<file path="config.mk">
export PLATFORM = sky130hd
export DESIGN_NAME = pixel_unpacker
export DESIGN_NICKNAME = d
export VERILOG_FILES = /design/src/rtl/pixel_unpacker.sv
export SDC_FILE = /design/constraint.sdc
export NUM_CORES = 1
export LEC_CHECK = 0
export ABC_AREA = 1
export CAP_MARGIN = 5
export CORE_MARGIN = 2
export CORE_UTILIZATION = 46
export DETAILED_ROUTE_END_ITERATION = 8
export PLACE_DENSITY = 0.74
export SYNTH_ARGS = -nofsm -noshare
export SYNTH_HDL_FRONTEND = slang
export SYNTH_SLANG_ARGS = --single-unit
</file>
<file path="constraint.sdc">
create_clock -name clk -period 4.5 [get_ports clk]
set_input_delay 0.675 -clock clk [delete_from_list [all_inputs] [get_ports clk]]
set_output_delay 0.675 -clock clk [all_outputs]
set_load 0.01 [all_outputs]
</file>
<file path="src/rtl/pixel_unpacker.sv">
// Unpacks 128-bit DDR words holding PIXELS_PER_WORD packed RGB pixels into a one-pixel-per-handshake stream.
// Optional pad-bit check enabled by defining PIXEL_UNPACKER_PAD_CHECK_EN.
module pixel_unpacker #(
  parameter int PIXEL_W         = 24,
  parameter int PIXELS_PER_WORD = 5,
  parameter int WORD_W          = 128,
  parameter int FRAME_PIXELS    = 786432
) (
  input  logic               clk,
  input  logic               reset,
  input  logic [WORD_W-1:0]  word_data,
  input  logic               word_valid,
  output logic               word_ready,
  input  logic               flush,
  output logic [PIXEL_W-1:0] pixel_data,
  output logic               pixel_valid,
  input  logic               pixel_ready,
  output logic               pixel_last,
  output logic               frame_done,
  output logic               pad_error
);

  localparam int PIX_BITS = PIXELS_PER_WORD * PIXEL_W;
  localparam int IDX_W    = (PIXELS_PER_WORD > 1) ? $clog2(PIXELS_PER_WORD) : 1;
  localparam int CNT_W    = (FRAME_PIXELS > 1) ? $clog2(FRAME_PIXELS) : 1;
  localparam logic [IDX_W-1:0] LAST_IDX = IDX_W'(PIXELS_PER_WORD - 1);
  localparam logic [CNT_W-1:0] LAST_CNT = CNT_W'(FRAME_PIXELS - 1);

  logic [PIX_BITS-1:0] word_q;
  logic                full_q;
  logic [IDX_W-1:0]    pix_idx;
  logic [CNT_W-1:0]    frame_cnt;
  logic [PIXEL_W-1:0]  slot [PIXELS_PER_WORD];

  logic pix_accept;
  logic buf_empties;
  logic word_accept;

  always_comb begin
    for (int unsigned k = 0; k < PIXELS_PER_WORD; k++) begin
      slot[k] = word_q[k*PIXEL_W +: PIXEL_W];
    end
  end

  // Output is a pure register mux: nothing from word_data reaches pixel_data.
  assign pixel_valid = full_q;
  assign pixel_data  = slot[pix_idx];
  assign pixel_last  = full_q && (frame_cnt == LAST_CNT);

  assign pix_accept  = full_q && pixel_ready && !flush;
  assign buf_empties = pix_accept && ((pix_idx == LAST_IDX) || pixel_last);
  // Refill in the same cycle the last pixel leaves, so the stream has no bubbles.
  assign word_ready  = !flush && (!full_q || buf_empties);
  assign word_accept = word_valid && word_ready;

  always_ff @(posedge clk or posedge reset) begin
    if (reset) begin
      word_q     <= '0;
      full_q     <= 1'b0;
      pix_idx    <= '0;
      frame_cnt  <= '0;
      frame_done <= 1'b0;
    end else if (flush) begin
      full_q     <= 1'b0;
      pix_idx    <= '0;
      frame_cnt  <= '0;
      frame_done <= 1'b0;
    end else begin
      frame_done <= pix_accept && pixel_last;
      if (pix_accept) begin
        frame_cnt <= pixel_last ? '0 : frame_cnt + 1'b1;
        if (buf_empties) begin
          full_q  <= 1'b0;
          pix_idx <= '0;
        end else begin
          pix_idx <= pix_idx + 1'b1;
        end
      end
      // A new word overrides the emptying update above.
      if (word_accept) begin
        word_q  <= word_data[PIX_BITS-1:0];
        full_q  <= 1'b1;
        pix_idx <= '0;
      end
    end
  end

`ifdef PIXEL_UNPACKER_PAD_CHECK_EN
  always_ff @(posedge clk or posedge reset) begin
    if (reset) begin
      pad_error <= 1'b0;
    end else if (word_accept && (|word_data[WORD_W-1:PIX_BITS])) begin
      pad_error <= 1'b1;
`ifndef SYNTHESIS
      $error("pixel_unpacker: nonzero pad bits %0h", word_data[WORD_W-1:PIX_BITS]);
`endif
    end
  end
`else
  logic unused_pad;
  assign unused_pad = ^word_data[WORD_W-1:PIX_BITS];
  assign pad_error  = 1'b0;
`endif

endmodule

</file>
== Word level (Yosys, flattened, before mapping) ==
Cells that the tools add are included.
W data, S select, Z words.

* Input port bits: 133
* Register bits after elaboration: 145
* Word-level logic and storage cells: 43
* Output and inout bits: 29

* Reductions and logical operators: 16
* Bitwise operators: 2
* Order comparisons: 1
* Add/sub/neg operators: 2
* Eq/ne operators: 2
* Mux-type cells: 15

{| class="wikitable"
|+ Operator list
! operator !! number
|-
| $bmux W24 S3 || 1
|-
| $mux W20 || 3
|-
| $mux W24 || 2
|-
| $add A20 B1 Y20 const B || 1
|-
| $eq A20 B20 Y1 const B || 1
|-
| $mux W3 || 4
|-
| $logic_and A1 B1 Y1 || 7
|-
| $reduce_bool A3 Y1 || 2
|-
| $mux W1 || 5
|-
| $ge A4 B4 Y1 const B || 1
|-
| $not A3 Y4 || 1
|-
| $reduce_and A2 Y1 || 2
|-
| $add A3 B1 Y3 const B || 1
|-
| $eq A3 B3 Y1 const B || 1
|-
| $logic_not A1 Y1 || 2
|-
| $logic_or A1 B1 Y1 || 2
|-
| $reduce_bool A2 Y1 || 1
|-
| $not A1 Y1 || 1
|}

== Logic depth before layout (Yosys ltp) ==
* Word-level depth: 9
* Gate-level depth with buffers: 14
* Depth with buffers taken out: 12

== Least setup slack after synthesis ==
OpenSTA, ideal clock, no wires.

* Path kind: reg2out
* Start point: register pix_idx[1]
* End point: output port word_ready
* Path slack: 2.188 ns
* Cell stages (with the launch flop): 10
* Path buffers: 3
* Arrival time: 1.637 ns
* Data required time: 3.825 ns
* Cell sequence: dfrtp_1 clkbuf_1 clkinv_1 clkbuf_1 ha_1 nand2_1 nand2_1 nand2_2 o21ai_4 buf_2

* Word-level cells in the longest chain between the ends: 5

{| class="wikitable"
|+ Ends and longest elaborated chain
! element !! RTL line !! source
|-
| start, declared || 31 || <nowiki>logic [IDX_W-1:0] pix_idx;</nowiki>
|-
| start signal, assigned || 76 || <nowiki>pix_idx <= pix_idx + 1'b1;</nowiki>
|-
| $eq A3 B3 Y1 || 51 || <nowiki>assign buf_empties = pix_accept && ((pix_idx == LAST_IDX) || pixel_last);</nowiki>
|-
| $logic_or A1 B1 Y1 || 51 ||
|-
| $logic_and A1 B1 Y1 || 51 ||
|-
| $logic_or A1 B1 Y1 || 53 || <nowiki>assign word_ready = !flush && (!full_q || buf_empties);</nowiki>
|-
| $logic_and A1 B1 Y1 || 53 ||
|-
| end, declared || 13 || <nowiki>output logic word_ready,</nowiki>
|}

No other way between the ends.

== Final worst setup path ==
* Start point: register pix_idx[1]
* End point: output port pixel_data[5]

* Word-level cells in the longest chain between the ends: 4

{| class="wikitable"
|+ Ends and longest elaborated chain
! element !! RTL line !! source
|-
| $not A3 Y4 (not written as such) || 47 || <nowiki>assign pixel_data = slot[pix_idx];</nowiki>
|-
| $bmux W24 S3 || 47 ||
|-
| $mux W24 (not written as such) (2 in a row) || 47 ||
|-
| end, declared || 15 || <nowiki>output logic [PIXEL_W-1:0] pixel_data,</nowiki>
|}

No other way between the ends. The select of a mux whose other input is x is not followed.

==> impl_summary.log <==
[metrics] result of the run: finished clean
[metrics] detailed-router iteration count before antenna repair: 5
[metrics] DRC violations left: 0
[metrics] global-route usage over all layers: between 20% and 30%
[metrics] CTS buffer count: 17
[metrics] core area: 0.0152 mm²
[metrics] source-to-sink clock delay at the later pin of the worst-skew pair: 420 ps
[metrics] sum of met3 wire segment lengths after detailed routing: around 1400 µm
[metrics] antenna-violating nets left: 0
[metrics] number of warnings reported in the yosys synthesis log: 0
[metrics] global route overflow: 0
[metrics] placed instance count: between 1k and 1.5k
[metrics] slowest stage cell on the critical path: sky130_fd_sc_hd__nand2_1
[metrics] initial core utilization: a little under half
[metrics] vias in the first global route: about 6.3k
[metrics] share of synthesized area occupied by flip-flops and latches: 50.6%
[metrics] CTS Hold Buffers Added: 0
[metrics] critical path arrival: between 3000 and 4000 ps
[metrics] detailed-route wire length per cell: 16.1 µm
[metrics] FF+latch count, synth: 145
[metrics] first-pass GRT wire length: ~31000 µm
[metrics] fraction of final layout cells sized beyond drive strength 1: 4.91%
[metrics] RSZ-0062 raised after global routing: false
[metrics] ys async rst share: 100%
[metrics] summed area of non-filler cells in the final layout: 0.00926 mm²
[metrics] cell row count: 45
[metrics] port bufs: 152
[metrics] Worst Max-Slew Pin Slew: around 1100 ps
[metrics] placed cell area: around 0.0087 mm²
[metrics] worst hold slack: ~470 ps
[metrics] cell chain of the critical path: clkinv_1 > buf_4 > nand2_1 > o21ai_0 > clkdlybuf4s50_1
[metrics] highest ir drop seen on vdd: 278 µV
[metrics] area share of the largest cell type after synthesis: 50.6%
[metrics] Area contributors post-synth: sky130_fd_sc_hd__dfrtp_1 (51%), sky130_fd_sc_hd__nand2_1 (18%), sky130_fd_sc_hd__nand3_1 (8.9%)
[metrics] met2 routed wirelength: roughly 9000 µm
[metrics] cell type contributing the most total cell area after synthesis: sky130_fd_sc_hd__dfrtp_1
[metrics] Filler Cells Inserted: 1383
[metrics] start-to-end type of the worst setup path: flop to primary output
[metrics] Post-Route Skew: 8.73 ps
[metrics] Multi-input gate area: 0.00307 mm²
[metrics] standby leakage power: 4.36 nW
[metrics] total setup violations reported at the end of the flow: 0
[metrics] register clock-pin slew on the reported worst setup and hold paths: roughly 60 ps
[metrics] top_reg_cell synth: sky130_fd_sc_hd__dfrtp_1
[metrics] initial antenna violation count: 4
[metrics] nets@finish: 1145
[metrics] detail-routed via count per cell: between 5 and 6
[metrics] Highest Clock Rate: 264 MHz
[metrics] maximum number of pins on one net before global-route repair: 109
[metrics] Post-CTS Repair Setup Buffers: 0
[metrics] instance count of the mapped netlist: 895
[metrics] Sinks on Clock Net: ~150
[metrics] crit path capture type: primary output
[metrics] final HPWL from detailed placement: 12200 µm
[metrics] CTS root buf: sky130_fd_sc_hd__clkbuf_16
[metrics] average cell area after synthesis: 8.01 µm²
[metrics] number of buffers between clock root and the deepest sink: 2
[metrics] Tot Pwr: 0.00394 W
[metrics] required time at the worst-slack endpoint: ~3800 ps
[metrics] Vias: around 6.6k
[metrics] Min-Delay Path Class: flop to flop
[metrics] non-filler instance count after layout: between 1k and 1.5k
[metrics] routability congestion estimate from global placement: 0.851
[metrics] area growth from synthesis to layout: 29.1%
[metrics] EDFF count, synth: 0
[metrics] max-slew violations: 0
[metrics] category of cells accounting for the largest share of critical-path delay: buffers and inverters
[metrics] drt initial violations: between 500 and 600
[metrics] Setup TNS Final: 0 ps
[metrics] Resized Gates After CTS: 0
[metrics] crit path buf inv count: 3
[metrics] Pwr Density: 426 mW/mm²
[metrics] Max Fanout on Critical Path: 24
[metrics] Slowest Stage Delay on Critical Path: around 640 ps
[metrics] # Max-Cap Violations: 0
[metrics] relative max-transition margin: 29.4%
[metrics] post-synthesis net count: 1031
[metrics] synthesized cell area: ~0.007 mm²
[metrics] CTS tree: built
[metrics] final wirelength: around 20000 µm
[metrics] top layer in use: met5
[metrics] number of H-tree levels: 4
[metrics] startpoint type of the worst setup path: flop
[metrics] count of different cell masters after synthesis: 34
[metrics] Period Utilization, post-route: between 80% and 90%
[metrics] Top-Level Pins: roughly 160
[metrics] count of final hold-check violations: 0
[metrics] wire length the detailed router placed on met1: about 8900 µm
[metrics] sequential cell area: between 0.003 and 0.004 mm²
[metrics] height of the die: around 130 µm
[metrics] width of the chip: 129 µm
[metrics] area of the die: 0.0166 mm²
[metrics] minimum period implied by the final worst setup slack: around 3800 ps
-- routing by layer --
| metal | vias to the layer above | track usage (%) |
|---|---|---|
| met5 | - | 0 |
| met4 | 6 | 6.71 |
| met3 | 26 | 7.78 |
| met2 | 196 | 37.0 |
| met1 | 3180 | 33.3 |
| li1 | 3187 | - |
-- through the flow --
step,worst slack (ps),utilization (%)
floorplan,2010,-
global placement,1210,56.9
detailed placement,1180,56.9
CTS,714,60.9
global route,563,60.9
finish,708,60.9
-- kinds of logic after synthesis --
group / share of synthesized area [%]
AOI/OAI and AO/OA: 11.6
buffers and inverters: 6.63
DFF: 50.6
and+or+nand+nor: 29.6
adders and majority gates: 0.524
other: 0.0523
xor gates and xnor gates: 0.978
-- worst reg2reg max path: stages (launching register included) --
cell and delay [ps]:
sky130_fd_sc_hd__dfrtp_2 1070, sky130_fd_sc_hd__nand2_1 120, sky130_fd_sc_hd__nand2_1 130, sky130_fd_sc_hd__nand2_2 100, sky130_fd_sc_hd__o21ai_4 120, sky130_fd_sc_hd__buf_4 520
sky130_fd_sc_hd__buf_4 650, sky130_fd_sc_hd__nand3_1 210, sky130_fd_sc_hd__nand2_1 110
-- sequential cells by signal, indices dropped and copies added, names as in the netlist --
name	cells
word_q	120
frame_cnt	20
pix_idx	3
frame_done	1
pixel_valid	1
-- cells in the mapped netlist (2+ instances only) --
master,n
sky130_fd_sc_hd__nor2_1,20
sky130_fd_sc_hd__xor2_1,7
sky130_fd_sc_hd__ha_1,3
sky130_fd_sc_hd__clkbuf_1,40
sky130_fd_sc_hd__buf_6,11
sky130_fd_sc_hd__a22oi_1,3
sky130_fd_sc_hd__buf_4,10
sky130_fd_sc_hd__o211ai_1,2
sky130_fd_sc_hd__nand2_1,353
sky130_fd_sc_hd__nand3_1,128
sky130_fd_sc_hd__nand2_2,3
sky130_fd_sc_hd__inv_1,25
sky130_fd_sc_hd__dfrtp_1,145
sky130_fd_sc_hd__buf_2,5
sky130_fd_sc_hd__a21oi_1,51
sky130_fd_sc_hd__o22ai_1,4
sky130_fd_sc_hd__nand4_1,4
sky130_fd_sc_hd__o21ai_0,40
sky130_fd_sc_hd__a221o_1,24
sky130_fd_sc_hd__o2111ai_1,2
sky130_fd_sc_hd__nor2_4,2
-- layout by cell type, fill, tap and decap left out, drive strengths merged --
| cell | count |
|---|---|
| a21oi | 51 |
| a221o | 24 |
| a22oi | 3 |
| a31oi | 1 |
| a32o | 1 |
| buf | 11 |
| bufinv | 3 |
| clkbuf | 20 |
| clkdlybuf4s50 | 151 |
| clkinv | 4 |
| clkinvlp | 3 |
| conb | 1 |
| dfrtp | 145 |
| diode | 1 |
| ha | 3 |
| inv | 24 |
| nand2 | 356 |
| nand3 | 128 |
| nand4 | 4 |
| nor2 | 23 |
| nor3 | 1 |
| o2111ai | 2 |
| o211ai | 2 |
| o21ai | 42 |
| o21bai | 1 |
| o22ai | 4 |
| o31ai | 1 |
| or2 | 1 |
| xnor2 | 1 |
| xor2 | 7 |
-- power breakdown --
part	switching (W)	total, W	internal [W]
combinational	0.000447	0.000854	0.000407
sequential	0.000122	0.00164	0.00152
clock	0.000543	0.00145	0.000907
-- path summary, 6_finish.rpt --
path                            startpoint       endpoint  slack (ps)  cells after the start
worst min register to register  word_q[97]     word_q[97]         470                      2
worst max register to register  pix_idx[2]     word_q[66]        1410                      8
worst max-delay path            pix_idx[1]  pixel_data[5]         710                      5
max in group asynchronous            reset     word_q[47]        2710                      3
min in group asynchronous            reset      word_q[5]         780                      2
worst min-delay path            word_q[97]     word_q[97]         470                      2
-- layout make-up --
class | instances | share of cell area [%]
diodes | 1 | 0.0270
clock buffers | 20 | 5.04
clock inverters | 8 | 1.42
inverters | 26 | 1.09
multi-input cells | 657 | 33.2
flip-flops and latches | 145 | 39.2
well taps | 188 | 2.54
repair buffers | 162 | 17.5
(Power assumes the default switching activity.)
==> RTL edit: new RTL, config.mk and constraints unchanged <==
The option `PIXEL_UNPACKER_PAD_CHECK_EN` is turned on by a define.
--- a/src/rtl/pixel_unpacker.sv
+++ b/src/rtl/pixel_unpacker.sv
@@ -1,4 +1,6 @@
 // Unpacks 128-bit DDR words holding PIXELS_PER_WORD packed RGB pixels into a one-pixel-per-handshake stream.
 // Optional pad-bit check enabled by defining PIXEL_UNPACKER_PAD_CHECK_EN.
+`define PIXEL_UNPACKER_PAD_CHECK_EN
+
 module pixel_unpacker #(
   parameter int PIXEL_W         = 24,
Function: changed (Yosys sat finds a counterexample within 4 cycles, from zero or initial values and one cycle with reset high).
==> RTL edit against the original RTL <==
Register-to-register slack worse by 0.09 ns; setup slack better by 0.18 ns; synthesized area up 1.2%; worst hold slack worse by 0.013 ns; largest cell class unchanged; power up 0.86%; sequential cell count up 1; critical endpoint is now pixel_data[20]; design area up 3.0%; routed wire length up 4.5%.
==> RTL edit: results (changes against the original RTL) <==
[global_route]
grtUsageTotal_pct = 24.8  ; was 24.2%
met2_usage_pct = 39.3  ; was 37.0%
grtUsageMet1_pct = 33.8  ; was 33.3%
grt_max_degree = 79  ; was 109
grt_pass1_wl_um = 32600  ; was 31300 um
first_global_vias = 6518  ; was 6278
grtUsageMet3_pct = 6.11  ; was 7.78%

[placed_design]
dp_hpwl_um = 13000  ; was 12200 um
globalplace.congestion = 0.898  ; was 0.851
place_area_um2 = 8900  ; was 8660 um^2
portBuffers = 161  ; was 152

[floorplanning]
die-area_um2 = 16800  ; was 16600 um^2

[power_and_ir_drop]
peakVddDrop_v = 0.000318  ; was 0.000278 V
leakage_nw = 4.56  ; was 4.36 nW

[clock_tree]
clock_sinks = 146  ; was 145

[layout]
clk_share_pct = 6.41  ; was 6.46%
inverters = 53  ; was 26
multi_input_area_um2 = 3050  ; was 3070 um^2
multi_input_gates = 648  ; was 657
nNetsFinal = 1177  ; was 1145
insertedDiodeCount = 0  ; was 1
regArea_um2 = 3650  ; was 3630 um^2

[status]
status = complete, no violations  ; unchanged

[worst_setup_path]
worst-r2r-setup-slack_ns = 1.32  ; was 1.41 ns
cp_slowest_cell = clkdlybuf4s50_1  ; was nand2_1
reg2regPathDepth = 11  ; was 8
r2r_start = pix_idx[0]$_DFFE_PP0P_  ; was pix_idx[2]$_DFFE_PP0P_
cpPeakStageDelay_ns = 0.61  ; was 0.64 ns

[routing]
drtIter0Drc = 597  ; was 542
wl_met2_um = 9760  ; was 8870 um
routed.top_layer = met4  ; was met5
dr_wl_met3_um = 1350  ; was 1420 um
met1_length_um = 8840  ; was 8860 um

[synth]
synthTopCellsByCount = nand2_1, dfrtp_1, nand3_1  ; unchanged
synth_area_leaders = dfrtp_1, nand2_1, nand3_1  ; unchanged
syn_nets = 1047  ; was 1031
ys_seq_area_share_pct = 50.4  ; was 50.6%

[sta]
worstMarginPinSlew_ns = 0.849  ; was 1.06 ns
hold_ws_ns = 0.456  ; was 0.469 ns
skew_ns = 0.0100  ; was 0.00873 ns

[worst_hold_path]
holdCritStartpoint = pad_error$_DFFE_PP0P_  ; was word_q[97]$_DFFE_PP0P_

[RTL edit: logic make-up (layout without fill, tap and decap cells)]
family                     after synthesis  in the layout  synth area share (%)
xor gates and xnor gates                 8              8                 0.966
AOI/OAI and AO/OA                      129            129                  11.2
adders and majority gates                3              3                 0.517
DFF                                    146            146                  50.4
and+or+nand+nor                        508            508                  29.3
buffers and inverters                  117            260                  7.69
[RTL edit: tightest hold or removal path: stages (launching register included)]
cell and delay, ns:
dfrtp_1 0.33, inv_1 0.04, nand2_1 0.05
[RTL edit: report_power, final]
group	leakage, nW	internal (mW)	switching (mW)	total, mW
Combinational	2.42	0.422	0.451	0.873
Sequential	1.84	1.52	0.120	1.64
Clock	0.292	0.900	0.557	1.46
[RTL edit: through the flow]
step	setup WS (ns)	total power [mW]	instances	utilization (%)
floorplan	1.99	2.15	911	-
global placement	1.34	2.51	1232	58.1
detailed placement	1.31	2.53	1232	58.1
CTS	0.883	4.00	1264	62.1
global route	0.700	4.18	1265	62.2
finish	0.892	3.98	1265	62.2
